**config.mk**
```make
export PLATFORM = sky130hd
export DESIGN_NAME = life_ctrl
export DESIGN_NICKNAME = d
export VERILOG_FILES = /design/src/rtl/life_ctrl.sv
export SDC_FILE = /design/constraint.sdc
export NUM_CORES = 1
export LEC_CHECK = 0
export CORE_AREA = 10 10 181 225
export CTS_CLUSTER_SIZE = 24
export DETAILED_ROUTE_END_ITERATION = 6
export DIE_AREA = 0 0 191 235
export MAX_ROUTING_LAYER = met4
export PLACE_DENSITY = 0.48
export RECOVER_POWER = 25
export SETUP_SLACK_MARGIN = 0.05
export SLEW_MARGIN = 20
export SYNTH_ARGS = -nofsm -noshare
export SYNTH_HDL_FRONTEND = slang
export SYNTH_SLANG_ARGS = --single-unit
```
**constraint.sdc**
```tcl
create_clock -name clk -period 10.1 [get_ports clk]
set_input_delay 1.515 -clock clk [delete_from_list [all_inputs] [get_ports clk]]
set_output_delay 1.515 -clock clk [all_outputs]
set_load 0.02 [all_outputs]
```
**src/rtl/life_ctrl.sv**
```systemverilog
// Controller for an 8x8 life engine: sequences seeding from an internal LFSR,
// free-running or single-step generations, and extinction/stability detection.
module life_ctrl (
  input  logic        clk,
  input  logic        reset,
  input  logic        start,
  input  logic        step,
  input  logic        randomize,
  input  logic [3:0]  speed,
  input  logic [63:0] grid,
  output logic        adv,
  output logic        load,
  output logic [63:0] seed,
  output logic [15:0] gen_count,
  output logic        extinct,
  output logic        stable,
  output logic [1:0]  state
);

  typedef enum logic [1:0] {
    StIdle = 2'd0,
    StSeed = 2'd1,
    StRun  = 2'd2,
    StHalt = 2'd3
  } state_e;

  localparam logic [63:0] LfsrInit = 64'hACE1_0000_0000_ACE1;

  state_e      state_q, state_d;
  logic [3:0]  div_q, div_d;
  logic [63:0] lfsr_q, lfsr_d;
  logic [63:0] seed_q, seed_d;
  logic [63:0] snap_q, snap_d;
  logic [15:0] gen_q, gen_d;
  logic        ext_q, ext_d;
  logic        stab_q, stab_d;
  logic        chk_q, chk_d;
  logic        reseed;
  logic        lfsr_fb;

  // Next-state logic and the adv/load pulses (adv is Mealy on start/step/speed).
  always_comb begin
    state_d = state_q;
    adv     = 1'b0;
    load    = 1'b0;
    div_d   = 4'd0;
    unique case (state_q)
      StIdle: begin
        if (randomize) begin
          state_d = StSeed;
        end else if (start) begin
          state_d = StRun;
        end else if (step) begin
          adv = 1'b1;
        end
      end
      StSeed: begin
        load    = 1'b1;
        state_d = StIdle;
      end
      StRun: begin
        // randomize is deliberately not looked at here
        if (!start) begin
          state_d = StIdle;
        end else if (ext_q || stab_q) begin
          state_d = StHalt;
        end else if (div_q == speed) begin
          adv = 1'b1;
        end else begin
          // a divider above a freshly lowered speed wraps through 15 to 0
          div_d = div_q + 4'd1;
        end
      end
      StHalt: begin
        if (randomize) begin
          state_d = StSeed;
        end else if (!start) begin
          state_d = StIdle;
        end
      end
      default: state_d = StIdle;
    endcase
  end

  // Datapath next values: LFSR, seed capture, snapshot/check and sticky flags.
  always_comb begin
    reseed  = (state_d == StSeed) || (state_q == StSeed);
    lfsr_fb = lfsr_q[63] ^ lfsr_q[62] ^ lfsr_q[60] ^ lfsr_q[59];
    lfsr_d  = (lfsr_q == 64'd0) ? 64'd1 : {lfsr_q[62:0], lfsr_fb};
    seed_d  = (state_d == StSeed) ? lfsr_q : seed_q;
    snap_d  = adv ? grid : snap_q;
    chk_d   = adv;
    gen_d   = gen_q;
    ext_d   = ext_q;
    stab_d  = stab_q;
    if (reseed) begin
      gen_d  = 16'd0;
      ext_d  = 1'b0;
      stab_d = 1'b0;
    end else begin
      if (adv && (gen_q != 16'hFFFF)) begin
        gen_d = gen_q + 16'd1;
      end
      // grid reflects the generation computed on the previous adv
      if (chk_q && (grid == 64'd0)) begin
        ext_d = 1'b1;
      end
      if (chk_q && (grid == snap_q)) begin
        stab_d = 1'b1;
      end
    end
  end

  // State registers with asynchronous active-high reset.
  always_ff @(posedge clk or posedge reset) begin
    if (reset) begin
      state_q <= StIdle;
      div_q   <= 4'd0;
      lfsr_q  <= LfsrInit;
      seed_q  <= 64'd0;
      snap_q  <= 64'd0;
      gen_q   <= 16'd0;
      ext_q   <= 1'b0;
      stab_q  <= 1'b0;
      chk_q   <= 1'b0;
    end else begin
      state_q <= state_d;
      div_q   <= div_d;
      lfsr_q  <= lfsr_d;
      seed_q  <= seed_d;
      snap_q  <= snap_d;
      gen_q   <= gen_d;
      ext_q   <= ext_d;
      stab_q  <= stab_d;
      chk_q   <= chk_d;
    end
  end

  assign seed      = seed_q;
  assign gen_count = gen_q;
  assign extinct   = ext_q;
  assign stable    = stab_q;
  assign state     = state_q;

endmodule

```
==> impl_metrics.env <==
export IMPL_die_h_microns=235
export IMPL_routabilityCongestion=0.762
export IMPL_synth_main_ff_cell="dfrtp_1"
export IMPL_fin_hold_ws_ns=0.389
export IMPL_synth_area_leaders="dfrtp_1 (56%), mux2_2 (9.6%), dfstp_2 (4.7%)"
export IMPL_port_buffers=158
export IMPL_synthCells=708
export IMPL_hold_violations=0
export IMPL_synth_nets=784
export IMPL_routedWlPerCell_microns=17.6
export IMPL_rsz0062_at_grt="no"
export IMPL_finalNonFillerCells=1315
export IMPL_vias=5691
export IMPL_cts_root_buf="clkbuf_16"
export IMPL_drtIter0Drc=193
export IMPL_fin_crit_sh_pct=54.8
export IMPL_remaining_drc_errors=0
export IMPL_clock_latency_ns=0.52
export IMPL_netlist_area_sq_um=8950
export IMPL_cts_sinks=217
export IMPL_tightest_slew_ns=3.94
export IMPL_r2r_start="state[1]"
export IMPL_skew_ns=0.0104
export IMPL_crit_start="reset"
export IMPL_die_area_sq_um=44900
export IMPL_fin_util_pct=32.1
export IMPL_maxCapViolations=1
export IMPL_via_per_inst=4.33
export IMPL_yosysMostFrequentCell="dfrtp_1"
export IMPL_initial_core_util_pct=24.7
export IMPL_clk_pin_slew_ns=0.06
export IMPL_place_inst=1269
export IMPL_cts_setup_buffers=0
export IMPL_layout_drive_gt1_share_pct=15.4
export IMPL_crit_end="lfsr_q[57]"
export IMPL_cts_buffers=25
export IMPL_htreeDepth=1
export IMPL_maxClockFrequency_mhz=181
export IMPL_synth_seq_cells=217
export IMPL_r2r_cells=5
export IMPL_first_global_vias=6221
export IMPL_ys_warn_count=0
export IMPL_synth_distinct_cells=46
export IMPL_cts_resized=0
export IMPL_grt_first_pass_wirelength_microns=36300
export IMPL_async_flop_share_pct=100
export IMPL_grt_max_degree=84
export IMPL_syn_area_per_cell_sq_um=12.6
export IMPL_slew_headroom_pct=-164
export IMPL_synth_common_cells="dfrtp_1 (201), mux2_2 (76), clkbuf_1 (66)"
export IMPL_antenna_found_initial=0
export IMPL_grt_usage_pct=10.4
export IMPL_cts_buffer_depth=3
export IMPL_setup_viol=0
export IMPL_io_pins=159
export IMPL_dp_hpwl_microns=17000
export IMPL_grt_overflow=0
export IMPL_r2r_end="snap_q[61]"
export IMPL_final_nets=892
export IMPL_violations="capacitance limit, slew limit"
export IMPL_min_path_type="register to register"
export IMPL_ant_nets=0
export IMPL_cp_required_ns=10.63
export IMPL_fill_cells=3699
export IMPL_fp_coreArea_sq_um=36200
export IMPL_cts_hold_buffers=0
export IMPL_diodes=0
export IMPL_die_w_microns=191
export IMPL_power_density_nw_per_um2=192
export IMPL_crit_type="primary input to asynchronous set/reset pin"
export IMPL_rows=78
export IMPL_dr_pass1_iters=6
export IMPL_period_minus_slack_ns=5.53
export IMPL_setup_worst_path_end_class="asynchronous set/reset pin"
export IMPL_synth_edf_count=0
export IMPL_cts_tree="yes"
export IMPL_syn2layout_area_growth_pct=29.9
export IMPL_synth_top_area_share_pct=56.2
export IMPL_peakVddDrop_mv=0.136
export IMPL_status="finished, violations left"
export IMPL_synth_top_area_cell="dfrtp_1"
export IMPL_worstSetupStartpointType="primary input"
export IMPL_leakagePower_uw=0.00505
export IMPL_setup_tns_ns=0
export IMPL_wl_microns=23200
export IMPL_final_max_slew_viol_count=84
export IMPL_worst_ep_arrival_time_ns=6.07
export IMPL_regToRegSetupSlack_ns=7.35
export IMPL_critPathMaxFanout=83
export IMPL_yosysSeqAreaShare_pct=60.9
-- critical path, cell delays in order --
cell and delay [ns]:
dlygate4sd3_1 0.55, clkinvlp_2 2.18, buf_4 0.90, buf_4 0.80
-- final cells by class --
type / count / area [sq um] / area share (%)
Timing Repair Buffer: 162 / 1610 / 13.9
Sequential cell: 217 / 5450 / 46.9
Tap cell: 480 / 601 / 5.16
Clock inverter: 11 / 123 / 1.05
Inverter: 30 / 114 / 0.979
Multi-Input combinational cell: 380 / 3040 / 26.1
Clock buffer: 35 / 693 / 5.96
-- per-layer routing --
layer | global-route usage [%] | vias to the layer above | part of all wire [%]
met3 | 2.15 | 32 | 5.3
met2 | 16.4 | 171 | 47
met5 | - | - | 0
met4 | 2.98 | 0 | 2.1
li1 | - | 2650 | -
met1 | 13.2 | 2838 | 46
-- stage by stage --
| step | worst slack (ns) | total power, uW | cell area, sq um |
|---|---|---|---|
| 3_5_place_dp | 4.98 | 1360 | 10800 |
| 4_1_cts | 4.97 | 2280 | 11600 |
| 2_1_floorplan | 2.68 | 1240 | 8950 |
| 5_1_grt | 3.73 | 2360 | 11600 |
| 6_report | 4.57 | 2240 | 11600 |
| 3_3_place_gp | 4.96 | 1350 | 10800 |
-- worst min-delay path by stage --
stage	from	endpoint	slack (ns)	cells after the start
final	lfsr_q[54]	lfsr_q[55]	0.39	0
after global placement	lfsr_q[54]	lfsr_q[55]	0.37	0
after detailed placement	lfsr_q[54]	lfsr_q[55]	0.37	0
after global routing	lfsr_q[53]	lfsr_q[54]	0.41	0
after CTS	lfsr_q[54]	lfsr_q[55]	0.38	0
after floorplan	lfsr_q[5]	lfsr_q[6]	0.43	1
-- cell usage in the layout (no fill, tap or decap), types with 19 or more instances in the layout --
cell             instances
nor4_1                  41
o21ai_0                 21
nor2_1                  26
nand4_1                 19
dfrtp_1                201
xor2_1                  44
nand2_1                 24
clkbuf_16               25
inv_1                   29
clkdlybuf4s50_1        156
mux2_2                  76
mux2_1                  36
-- cells by family (layout without fill, tap and decap cells) --
logic type	Yosys count	count (layout)	synth area share, %
AOI/OAI and AO/OA	53	53	4.00
xor gates and xnor gates	62	62	6.07
adders and majority gates	4	4	0.531
buffers and inverters	111	238	5.31
DFF	217	217	60.9
muxes	112	112	14.1
and+or+nand+nor	149	149	9.13
-- registers in the layout, summed over array words and instances, names as in the netlist --
| register | cells |
|---|---|
| extinct | 1 |
| gen_count | 16 |
| snap_q | 64 |
| div_q | 4 |
| lfsr_q | 64 |
| state | 2 |
| chk_q | 1 |
| seed | 64 |
| stable | 1 |
-- where the power goes --
group | switching, uW | internal (uW) | total, uW
Sequential | 55.6 | 965 | 1020
Clock | 370 | 533 | 903
Combinational | 151 | 161 | 312
No activity file was read; power rests on OpenSTA's default activity.
